[config.mk]
export PLATFORM = sky130hd
export DESIGN_NAME = pool_unit
export DESIGN_NICKNAME = d
export VERILOG_FILES = /design/src/rtl/conv_pkg.sv /design/src/rtl/pool_window_accum.sv /design/src/rtl/pool_unit.sv
export SDC_FILE = /design/constraint.sdc
export NUM_CORES = 1
export LEC_CHECK = 0
export CAP_MARGIN = 10
export CELL_PAD_IN_SITES_DETAIL_PLACEMENT = 0
export CELL_PAD_IN_SITES_GLOBAL_PLACEMENT = 2
export CORE_AREA = 5 5 187 189
export CTS_BUF_LIST = sky130_fd_sc_hd__clkbuf_8
export DETAILED_ROUTE_END_ITERATION = 6
export DIE_AREA = 0 0 192 194
export PLACE_DENSITY_LB_ADDON = 0.1
export SYNTH_ARGS = -nofsm -noshare
export SYNTH_HDL_FRONTEND = slang
export SYNTH_HIERARCHICAL = 1
export SYNTH_SLANG_ARGS = --single-unit
export TNS_END_PERCENT = 30
[constraint.sdc]
create_clock -name clk -period 4.45 [get_ports clk]
set_input_delay 0.445 -clock clk [delete_from_list [all_inputs] [get_ports clk]]
set_output_delay 0.445 -clock clk [all_outputs]
set_load 0.05 [all_outputs]
[src/rtl/conv_pkg.sv]
// Shared types for the convolution pipeline, including the pooling/spiking stage.
// Latency: n/a (types only). Backpressure: n/a.
// Contents: default-geometry vector/feature-map types, pool FSM states, spike event record.
package conv_pkg;

  localparam int CONV_COORD_W = 8;
  localparam int CONV_CHANNELS = 4;
  localparam int CONV_NEURON_W = 8;

  // Pixel coordinate pair at the pipeline's default geometry.
  typedef struct packed {
    logic [CONV_COORD_W-1:0] x;
    logic [CONV_COORD_W-1:0] y;
  } vec2_t;

  // One BRAM word: all channels of a single pixel, channel 0 in the low bits.
  typedef logic [CONV_CHANNELS-1:0][CONV_NEURON_W-1:0] feature_map_t;

  typedef enum logic [2:0] {
    IDLE  = 3'd0,
    READ  = 3'd1,
    WAIT  = 3'd2,
    EVAL  = 3'd3,
    EMIT  = 3'd4,
    WRITE = 3'd5,
    DONE  = 3'd6
  } pool_state_t;

  typedef struct packed {
    logic [CONV_COORD_W-1:0]  x;
    logic [CONV_COORD_W-1:0]  y;
    logic [CONV_CHANNELS-1:0] spikes;
  } spike_event_t;

endpackage

[src/rtl/pool_window_accum.sv]
// 2x2 window datapath: holds the four captured pixels, sums each channel, compares to threshold, builds writeback.
// Latency: capture/clear/eval take effect at the next edge; spike_now and wr_dat are combinational.
// Backpressure: none; fully strobed by the pool FSM.
// Ports: clk, rst | clear (zero sums), cap_vld/cap_idx/cap_dat (store pixel, add into sums),
//        eval (latch spike_now into spike_q), wr_idx -> wr_dat (reset/leaked value of that pixel).
module pool_window_accum #(
  parameter int OUT_CHANNELS    = 4,
  parameter int BITS_PER_NEURON = 8,
  parameter int THRESHOLD       = 64,
  parameter int LEAK_SHIFT      = 1
) (
  input  logic                                    clk,
  input  logic                                    rst,
  input  logic                                    clear,
  input  logic                                    cap_vld,
  input  logic [1:0]                              cap_idx,
  input  logic [OUT_CHANNELS*BITS_PER_NEURON-1:0] cap_dat,
  input  logic                                    eval,
  input  logic [1:0]                              wr_idx,
  output logic [OUT_CHANNELS-1:0]                 spike_now,
  output logic [OUT_CHANNELS-1:0]                 spike_q,
  output logic [OUT_CHANNELS*BITS_PER_NEURON-1:0] wr_dat
);

  localparam int BN = BITS_PER_NEURON;
  // Two guard bits hold the sum of four values without overflow.
  localparam int SW = BN + 2;
  localparam logic signed [SW-1:0] THR = SW'(THRESHOLD);

  logic [3:0][OUT_CHANNELS*BN-1:0] pix_q, pix_d;
  logic [OUT_CHANNELS-1:0][SW-1:0] sum_q, sum_d;
  logic [OUT_CHANNELS-1:0]         spike_d;

  // Arithmetic shift rounds toward -inf, so v - (v >>> n) moves toward zero and cannot overflow.
  function automatic logic [BN-1:0] leak(input logic signed [BN-1:0] v);
    if (LEAK_SHIFT == 0) return v;
    return v - (v >>> LEAK_SHIFT);
  endfunction

  always_comb begin
    pix_d   = pix_q;
    sum_d   = sum_q;
    spike_d = spike_q;
    if (clear) sum_d = '0;
    if (cap_vld) begin
      pix_d[cap_idx] = cap_dat;
      for (int c = 0; c < OUT_CHANNELS; c++) begin
        sum_d[c] = sum_q[c] + {{2{cap_dat[c*BN+BN-1]}}, cap_dat[c*BN +: BN]};
      end
    end
    if (eval) spike_d = spike_now;
  end

  always_comb begin
    spike_now = '0;
    wr_dat    = '0;
    for (int c = 0; c < OUT_CHANNELS; c++) begin
      spike_now[c] = $signed(sum_q[c]) >= THR;
      wr_dat[c*BN +: BN] = spike_q[c] ? '0 : leak(pix_q[wr_idx][c*BN +: BN]);
    end
  end

  always_ff @(posedge clk) begin
    if (rst) begin
      pix_q   <= '0;
      sum_q   <= '0;
      spike_q <= '0;
    end else begin
      pix_q   <= pix_d;
      sum_q   <= sum_d;
      spike_q <= spike_d;
    end
  end

endmodule

[src/rtl/pool_unit.sv]
// Pooling/spiking stage: sweeps the feature-map BRAM in 2x2 windows, emits spike events, writes back reset/leaked values.
// Latency: 10 cycles per window (4 read, wait, eval, 4 write) plus the EMIT handshake when a channel spikes.
// Backpressure: evt_ready low holds EMIT with fields stable and no BRAM access; the sweep resumes on accept.
// Ports: clk/rst, start/busy/done control; read_req/coord_get/data_out and write_req/coord_wtr/data_in
//        BRAM pool ports (coord = {x,y}, data_out valid the cycle after read_req); evt_* spike event stream.
module pool_unit
  import conv_pkg::*;
#(
  parameter int BITS_PER_COORDINATE = 8,
  parameter int OUT_CHANNELS        = 4,
  parameter int BITS_PER_NEURON     = 8,
  parameter int IMG_WIDTH           = 32,
  parameter int IMG_HEIGHT          = 32,
  parameter int THRESHOLD           = 64,
  parameter int LEAK_SHIFT          = 1
) (
  input  logic                                    clk,
  input  logic                                    rst,
  input  logic                                    start,
  output logic                                    busy,
  output logic                                    done,
  output logic                                    read_req,
  output logic [2*BITS_PER_COORDINATE-1:0]        coord_get,
  input  logic [OUT_CHANNELS*BITS_PER_NEURON-1:0] data_out,
  output logic                                    write_req,
  output logic [2*BITS_PER_COORDINATE-1:0]        coord_wtr,
  output logic [OUT_CHANNELS*BITS_PER_NEURON-1:0] data_in,
  output logic                                    evt_valid,
  input  logic                                    evt_ready,
  output logic [BITS_PER_COORDINATE-1:0]          evt_x,
  output logic [BITS_PER_COORDINATE-1:0]          evt_y,
  output logic [OUT_CHANNELS-1:0]                 evt_spikes
);

  localparam int BC = BITS_PER_COORDINATE;
  // Floor division drops an odd trailing column/row entirely.
  localparam logic [BC-1:0] WX_LAST = BC'(IMG_WIDTH / 2 - 1);
  localparam logic [BC-1:0] WY_LAST = BC'(IMG_HEIGHT / 2 - 1);

  pool_state_t   state_q, state_d;
  logic [1:0]    k_q, k_d;
  logic [BC-1:0] wx_q, wx_d, wy_q, wy_d;

  logic [BC-1:0] px, py;
  logic          acc_clear, acc_cap, acc_eval;
  logic [1:0]    acc_cap_idx;
  logic [OUT_CHANNELS-1:0] spike_now, spike_q;
  logic [OUT_CHANNELS*BITS_PER_NEURON-1:0] wr_dat;

  // Pixel k of the window: bit 0 selects the odd column, bit 1 the odd row.
  assign px = BC'({wx_q, k_q[0]});
  assign py = BC'({wy_q, k_q[1]});

  pool_window_accum #(
    .OUT_CHANNELS    (OUT_CHANNELS),
    .BITS_PER_NEURON (BITS_PER_NEURON),
    .THRESHOLD       (THRESHOLD),
    .LEAK_SHIFT      (LEAK_SHIFT)
  ) u_accum (
    .clk       (clk),
    .rst       (rst),
    .clear     (acc_clear),
    .cap_vld   (acc_cap),
    .cap_idx   (acc_cap_idx),
    .cap_dat   (data_out),
    .eval      (acc_eval),
    .wr_idx    (k_q),
    .spike_now (spike_now),
    .spike_q   (spike_q),
    .wr_dat    (wr_dat)
  );

  always_comb begin
    state_d     = state_q;
    k_d         = k_q;
    wx_d        = wx_q;
    wy_d        = wy_q;
    busy        = 1'b0;
    done        = 1'b0;
    read_req    = 1'b0;
    coord_get   = '0;
    write_req   = 1'b0;
    coord_wtr   = '0;
    data_in     = '0;
    evt_valid   = 1'b0;
    evt_x       = '0;
    evt_y       = '0;
    evt_spikes  = '0;
    acc_clear   = 1'b0;
    acc_cap     = 1'b0;
    acc_cap_idx = '0;
    acc_eval    = 1'b0;
    unique case (state_q)
      IDLE: begin
        if (start) begin
          state_d = READ;
          k_d     = '0;
          wx_d    = '0;
          wy_d    = '0;
        end
      end
      READ: begin
        busy      = 1'b1;
        read_req  = 1'b1;
        coord_get = {px, py};
        // Read data lags the request by one cycle, so cycle k stores pixel k-1.
        acc_clear   = (k_q == 2'd0);
        acc_cap     = (k_q != 2'd0);
        acc_cap_idx = k_q - 2'd1;
        k_d         = k_q + 2'd1;
        if (k_q == 2'd3) state_d = WAIT;
      end
      WAIT: begin
        busy        = 1'b1;
        acc_cap     = 1'b1;
        acc_cap_idx = 2'd3;
        state_d     = EVAL;
      end
      EVAL: begin
        busy     = 1'b1;
        acc_eval = 1'b1;
        state_d  = (|spike_now) ? EMIT : WRITE;
      end
      EMIT: begin
        busy       = 1'b1;
        evt_valid  = 1'b1;
        evt_x      = wx_q;
        evt_y      = wy_q;
        evt_spikes = spike_q;
        if (evt_ready) state_d = WRITE;
      end
      WRITE: begin
        busy      = 1'b1;
        write_req = 1'b1;
        coord_wtr = {px, py};
        data_in   = wr_dat;
        k_d       = k_q + 2'd1;
        if (k_q == 2'd3) begin
          if (wx_q == WX_LAST && wy_q == WY_LAST) begin
            state_d = DONE;
          end else begin
            state_d = READ;
            if (wx_q == WX_LAST) begin
              wx_d = '0;
              wy_d = wy_q + 1'b1;
            end else begin
              wx_d = wx_q + 1'b1;
            end
          end
        end
      end
      DONE: begin
        done    = 1'b1;
        state_d = IDLE;
      end
      default: state_d = IDLE;
    endcase
  end

  always_ff @(posedge clk) begin
    if (rst) begin
      state_q <= IDLE;
      k_q     <= '0;
      wx_q    <= '0;
      wy_q    <= '0;
    end else begin
      state_q <= state_d;
      k_q     <= k_d;
      wx_q    <= wx_d;
      wy_q    <= wy_d;
    end
  end

endmodule

* Word-level counts from Yosys, hierarchy flattened *
Cells that the tools add are included.
W data, S select, Z words.

operators by class
  add/sub/neg operators = 12
  $mul = 0
  divide/modulo/power cells = 0
  order comparisons = 7
  equal/unequal tests = 15
  shifts and indexed selects = 0
  mux-type cells = 44
  bitwise operators = 0
  reductions and logical operators = 15

operator list
  kind                   number
  $bwmux W128            1
  $mux W8                13
  $mux W32               3
  $mux W40               2
  $bmux W32 S2           1
  $demux W32 S2          1
  $add A10 B10 Y10       4
  $ge A10 B8 Y1 const B  4
  $mux W16               2
  $pmux W8 S2            2
  $sub A8 B7 Y8          4
  $pmux W3 S6            1
  $add A8 B1 Y8 const B  2
  $eq A8 B4 Y1 const B   2
  $mux W3                5
  $ne A2 B2 Y1 const B   6
  $eq A3 B3 Y1 const B   3
  $mux W1                8
  $pmux W2 S2            2
  $reduce_and A4 Y1      2
  $reduce_bool A2 Y1     4
  $eq A3 B2 Y1 const B   2
  $lt A2 B3 Y1 const B   2
  $reduce_and A5 Y1      1
  other kinds (15)       16

storage, ports and cells
  register bits = 193
  bits in latches = 0
  bits in writable memories = 0
  bits in read-only memories = 0
  output and inout port bits = 89
  word-level logic and storage cells = 106
  memories = 0

* Longest topological paths before layout *
Gate-level depths: netlist (run 1).

  depth in word-level cells = 7
  mapped depth = 14

* Cells and area by module *
The synthesis (run 1) kept the hierarchy.

by module, submodules not included
  module             times used  cells an instance  area an instance (um2)  sequential area each (um2)
  pool_window_accum  1           1148               9374.0                  3443.3
  pool_unit          1           281                2006.9                  420.4

* Worst setup path before layout (run 1) *
Ideal clock, no wire load.

  path type = register to output
  start point = register k_q[1]
  end point = output data_in[22]
  data arrival time = 3.237 ns
  slack = 0.768 ns
  stages on the path, launching flop included = 15
  path through = dfxtp_1 > clkbuf_1 > buf_2 > mux4_2 > inv_1 > ha_1 > inv_1 > fa_1 > a21o_1 > a21oi_1 > o21bai_1 > a21oi_1 > xor2_1 > nor2_1 > and3_1

between the ends
  cells in the longest elaborated chain, start to end = 5

RTL lines
  item                      line                     source
  start: declaration        pool_unit.sv:41          logic [1:0] k_q, k_d;
  start signal: assignment  pool_unit.sv:168         k_q <= k_d;
  $bmux W32 S2              pool_window_accum.sv:59  wr_dat[c*BN +: BN] = spike_q[c] ? '0 : leak(pix_q[wr_idx][c*BN +: BN]);
  $mux W32                  n/a
  $sub A8 B7 Y8             pool_window_accum.sv:37  return v - (v >>> LEAK_SHIFT);
  $mux W8                   pool_window_accum.sv:59
  named net wr_dat[22]      pool_unit.sv:48          logic [OUT_CHANNELS*BITS_PER_NEURON-1:0] wr_dat;
  $mux W32                  pool_unit.sv:93          unique case (state_q)
  end: declaration          pool_unit.sv:27          output logic [OUT_CHANNELS*BITS_PER_NEURON-1:0] data_in,

The timed path passes the listed nets, and every way through them passes these cells. The select of a mux whose other input is x is not followed.

* Worst setup path in the final report (run 1) *
  start point = register k_q[1]
  end point = output data_in[29]

Same word-level chain as after synthesis.

==> qor.txt, run 1 <==
Hold-fix buffers, CTS: 0
Antenna Nets Post-Route: 0
largest family of logic cells by synthesized area: simple AND/OR/NAND/NOR gates
Fin Setup TNS: 0 ns
Async SR Flop Fraction: 0%
Synth area leaders: dfxtp_1 (34%), nand2_1 (10%), a21oi_1 (8.2%)
DR pass1 iterations: 5
Worst-path clk slew: 0.11 ns
Max-cap violations: 0
fraction of the mapped netlist area in simple logic gates: 25.23%
critical path data arrival time: 3.69 ns
RSZ-0062 raised after global routing: no
Post-Place Worst Slack: 0.6957 ns
share of cells above drive strength 1: 8.383%
Rel. slew slack: 35.36%
H-tree levels: 4
Cell Area, Placed: 13020 µm²
worst skew pair latency: 0.49 ns
final RePlAce weighted congestion: 0.7664
post-synth top area share: 33.95%
synthesis-to-finish area growth: 17.82%
WL/cell: 18.63 µm
CTS tree: built
Worst-Margin Slew: 0.9696 ns
Post-Route WL: 36.35 mm
final hold violations: 0
skew final: 0.01132 ns
antenna violations before repair: 1
post-synth design cell area: 11380 µm²
sequential-to-total area share from yosys stat: 33.95%
vias in the first global route: 9950
commonest non-fill, non-tap cells in the layout: nand2_1 (305), dfxtp_1 (190), a21oi_1 (187), clkdlybuf4s50_1 (106), and3_1 (82)
Mapped Cells: 1429
run status: finished, final reports clean
Post-synth EDFFs: 0
CP Capture Type: output pin
worst endpoint required time: 4.01 ns
synthesized-area fraction occupied by adder cells: 8.883%
syn nets: 1541
All-Layer GR Usage: 19.55%
post-route setup slack: 0.3150 ns
DRC: 0
Final period util: 92.92%
LEAKAGE: 5.101 nW
final core utilization: 40.50%
register bit total from synthesis: 193
first-pass GRT wire length: 57.56 mm
CP startpoint kind: flop
R2R setup slack: 1.06 ns
hpwl dp: 25.19 mm
die area: 37250 µm²
multiplexer area fraction after synthesis: 6.948%
core region area: 33110 µm²
Finish-stage setup viols: 0
fin area: 13410 µm²
largest net degree at the start of global routing: 73
Yosys cell types: 68
Max VDD drop: 182.3 µV
nets: 1602
Clock Sinks: 193
num rows: 67
Main synth FF type: dfxtp_1
Die Ht: 194 µm
initial core utilization: 34.37%
io pins: 125
most common cell after layout, fill and taps aside: nand2_1
Max Slew Vio Count: 0
P per Cell Area: 425.5 nW/µm²
PostCTS Resize Cnt: 0
total CTS buffers: 17
area leader, netlist: dfxtp_1
average size of a mapped cell: 7.964 µm²
Iteration-0 DRC Markers: 625
Root Driver: clkbuf_8
Post-Place Cells: 1919
diodes inserted: 0
clock buffer depth: 2
Fmax: 241.8 MHz
Port Buf Inserts: 124
Die X: 192 µm
vias: 10124
Hold Crit Class: in2reg
Period minus WS final: 4.135 ns
Compound-Gate Fraction of Synth Area: 17.10%
Setup CP Type: reg2out
xor/xnor share of the synthesized area: 2.232%
Finished Layout Cells: 1951
setup bufs post-CTS: 0
Synth Warn #: 6
via/cell ratio: 5.189
total congestion overflow: 0
CP Max Fanout: 21
==> per-layer routing <==
metal,global-route usage (%),vias to the layer above,part of all wire (%)
met3,3.025,36,4.1
met5,0,-,0.019
li1,-,5094,-
met1,26.17,4795,46
met4,5.045,2,1.7
met2,32.94,197,48
==> flip-flops by register name, summed over array words and instances (netlist names) <==
name,cells
state_q,3
wy_q,8
k_q,2
u_accum/pix_q,128
wx_q,8
u_accum/sum_q,40
u_accum/spike_q,4
==> logic make-up after synthesis <==
family	count (synthesis)
adder cells (fa/ha/maj)	76
multiplexers	39
AND/OR/NAND/NOR	605
flip-flops	193
buffers and inverters	158
XOR/XNOR	29
AO/OA/AOI/OAI	329
==> critical path, cell delays in order (launching register included) <==
cell and delay [ns]:
dfxtp_4 0.46, buf_12 0.23, mux4_2 0.55, inv_1 0.12, ha_1 0.23, nor2b_1 0.12
o21ai_0 0.21, a21boi_0 0.15, o21a_1 0.20, o21ai_0 0.23, nor3b_1 0.20, and3_1 0.30
buf_12 0.17
==> per-stage QoR <==
step / total power, mW / hold WS, ns
2_1_floorplan: 3.879 / 0.4292
3_3_place_gp: 4.597 / 0.4389
3_5_place_dp: 4.596 / 0.4443
4_1_cts: 5.780 / 0.3629
5_1_grt: 6.157 / 0.3824
6_report: 5.705 / 0.3954
==> layout make-up <==
class / count / area (µm²)
Fill cell: 3469 / 19700
Multi-Input combinational cell: 1078 / 6902
Sequential cell: 193 / 3870
Timing Repair Buffer: 144 / 1485
Tap cell: 448 / 560.5
Clock buffer: 17 / 234.0
Inverter: 56 / 210.2
Clock inverter: 15 / 147.6
==> cells in the mapped netlist (9+ instances only) <==
| cell | instances |
|---|---|
| ha_1 | 68 |
| nand3_1 | 17 |
| nand2b_1 | 10 |
| mux4_2 | 32 |
| nand4_1 | 9 |
| nor2_1 | 73 |
| xnor2_1 | 16 |
| nor2b_1 | 13 |
| nor3b_1 | 24 |
| o21a_1 | 16 |
| o21ai_0 | 37 |
| a21o_1 | 17 |
| inv_1 | 56 |
| or3_1 | 13 |
| a31oi_1 | 14 |
| clkbuf_1 | 87 |
| nand2_1 | 305 |
| dfxtp_1 | 193 |
| and3_1 | 82 |
| nor3_1 | 32 |
| a21oi_1 | 187 |
| xor2_1 | 13 |
==> worst paths after layout <==
kind                                   startpoint                 end  cells past startpoint
worst max-delay path                       k_q[1]         data_in[29]                     12
worst min-delay path                          rst  u_accum/spike_q[2]                      2
worst max register to register             k_q[0]   u_accum/sum_q[38]                     10
worst min register to register  u_accum/pix_q[44]   u_accum/pix_q[44]                      2
==> where the power goes <==
group	total [mW]	switching (mW)	internal, mW
sequential	2.06	0.141	1.92
combinational	2.49	1.51	0.983
clock	1.16	0.742	0.417
total	5.71	2.39	3.32
(Power assumes the default switching activity.)
==> run 2, diff against run 1 <==
--- a/config.mk
+++ b/config.mk
@@ -8,10 +8,11 @@
 export CAP_MARGIN = 10
 export CELL_PAD_IN_SITES_DETAIL_PLACEMENT = 0
 export CELL_PAD_IN_SITES_GLOBAL_PLACEMENT = 2
-export CORE_AREA = 5 5 187 189
+export CORE_AREA = 10 10 192 194
 export CTS_BUF_LIST = sky130_fd_sc_hd__clkbuf_8
+export CTS_CLUSTER_SIZE = 40
 export DETAILED_ROUTE_END_ITERATION = 6
-export DIE_AREA = 0 0 192 194
+export DIE_AREA = 0 0 202 204
 export PLACE_DENSITY_LB_ADDON = 0.1
 export SYNTH_ARGS = -nofsm -noshare
 export SYNTH_HDL_FRONTEND = slang
==> run 2 against run 1 <==
Compared with the run above: utilization barely moved; global-route usage fell by 2.1 points; first-iteration DRC count shrank 26%; final area about the same; maximum frequency increased by 0.15%; critical path type unchanged; largest power group unchanged.
==> qor.txt, run 2 (synthesis results as in run 1) <==
largest net degree at the start of global routing: 89
Clock Sinks: 193
num rows: 67
Crit Reg-Reg Endpoint: u_accum/pix_q[77]
Max-cap violations: 0
Die X: 202 µm
clock buffer depth: 2
Die Ht: 204 µm
All-Layer GR Usage: 17.41%
hpwl dp: 26.03 mm
run status: finished, final reports clean
commonest non-fill, non-tap cells in the layout: nand2_1 (305), dfxtp_1 (190), a21oi_1 (187), clkdlybuf4s50_1 (106), and3_1 (82)
core region area: 33110 µm²
skew final: 0.01727 ns
first-pass GRT wire length: 57.31 mm
CP Max Fanout: 17
H-tree levels: 4
antenna violations before repair: 0
initial core utilization: 34.37%
Fmax: 242.2 MHz
Top reg by flops: u_accum/pix_q
Hold Crit Class: in2reg
final hold violations: 0
CP Capture Type: output pin
worst endpoint required time: 4.01 ns
nets: 1606
total CTS buffers: 17
critical path data arrival time: 3.68 ns
Crit path depth: 9
R2R setup slack: 1.18 ns
Max Slew Vio Count: 0
worst reg-to-reg path cell count: 9
Hold-fix buffers, CTS: 0
vias: 10130
Cell Area, Placed: 13010 µm²
fin area: 13420 µm²
via/cell ratio: 5.182
Post-Route WL: 36.77 mm
biggest regs: u_accum/pix_q: 128 flops, u_accum/sum_q: 40 flops
final core utilization: 40.52%
Worst-Margin Slew: 1.006 ns
Root Driver: clkbuf_8
Antenna Nets Post-Route: 0
io pins: 125
Post-Place Cells: 1923
CTS tree: built
Hold WS: 0.2847 ns
most common cell after layout, fill and taps aside: nand2_1
worst skew pair latency: 0.48 ns
CP startpoint kind: flop
Worst-path clk slew: 0.10 ns
LEAKAGE: 5.108 nW
PostCTS Resize Cnt: 0
CP delay by family, top: buffers and inverters
WL/cell: 18.81 µm
die area: 41210 µm²
Period minus WS final: 4.129 ns
DRC: 0
synthesis-to-finish area growth: 17.89%
Final period util: 92.78%
peak per-stage delay on the critical path: 0.80 ns
CP startpoint: k_q[1]
diodes inserted: 0
Finish-stage setup viols: 0
final RePlAce weighted congestion: 0.7955
Fin Setup TNS: 0 ns
vias in the first global route: 9963
total congestion overflow: 0
Finished Layout Cells: 1955
Post-Place Worst Slack: 0.6815 ns
CP Cell Sequence: buf_12 -> mux4_2 -> fa_1 -> a21o_1 -> a21oi_1 -> xnor2_1 -> nor2_1 -> and3_1 -> clkdlybuf4s50_1
max reg flops: 128
Iteration-0 DRC Markers: 465
DR pass1 iterations: 5
post-route setup slack: 0.3211 ns
Rel. slew slack: 32.96%
setup bufs post-CTS: 0
slowest stage cell, crit path: clkdlybuf4s50_1
worst path bufs/invs: 2
RSZ-0062 raised after global routing: no
Setup CP Type: reg2out
share of cells above drive strength 1: 8.693%
critical path endpoint: data_in[12]
Port Buf Inserts: 124
Design Power: 5.733 mW
Crit Reg-Reg Startpoint: k_q[1]
P per Cell Area: 427.3 nW/µm²
Max VDD drop: 198.6 µV
## run 2: worst min-delay path by stage
stage | cells past startpoint | endpoint | start
finish | 2 | wx_q[2] | rst
global route | 2 | wx_q[2] | rst
CTS | 2 | wx_q[2] | rst
detailed placement | 2 | u_accum/pix_q[63] | u_accum/pix_q[63]
global placement | 2 | u_accum/pix_q[79] | u_accum/pix_q[79]
floorplan | 2 | u_accum/sum_q[15] | u_accum/sum_q[15]
## run 2: where the power goes
group	internal, mW	switching [mW]
clock network	0.496	0.699
logic	0.976	1.49
registers	1.92	0.152
total	3.39	2.35
## run 2: worst reg2reg max path: stages (launching register included)
cell and delay (ns):
dfxtp_4 0.49, buf_4 0.29, inv_1 0.14, ha_1 0.31
o21a_1 0.19, nor2_1 0.49, nand3b_1 0.64, buf_4 0.42
nand2_1 0.09, a21oi_1 0.06
## run 2: area by class of cell
| cell class | instances | area, µm² |
|---|---|---|
| Multi-Input combinational cell | 1078 | 6902 |
| Clock buffer | 19 | 261.5 |
| Fill cell | 3412 | 19700 |
| Inverter | 56 | 210.2 |
| Timing Repair Buffer | 148 | 1469 |
| Sequential cell | 193 | 3870 |
| Clock inverter | 13 | 143.9 |
| Tap cell | 448 | 560.5 |
## run 2: metal layers
| layer | global-route usage, % | up-vias | routed length, µm |
|---|---|---|---|
| met1 | 21.87 | 4817 | 17060 |
| met4 | 4.081 | 0 | 525 |
| met3 | 2.996 | 25 | 1366 |
| met2 | 30.39 | 202 | 17820 |
| met5 | 0 | - | 0 |
| li1 | - | 5086 | - |
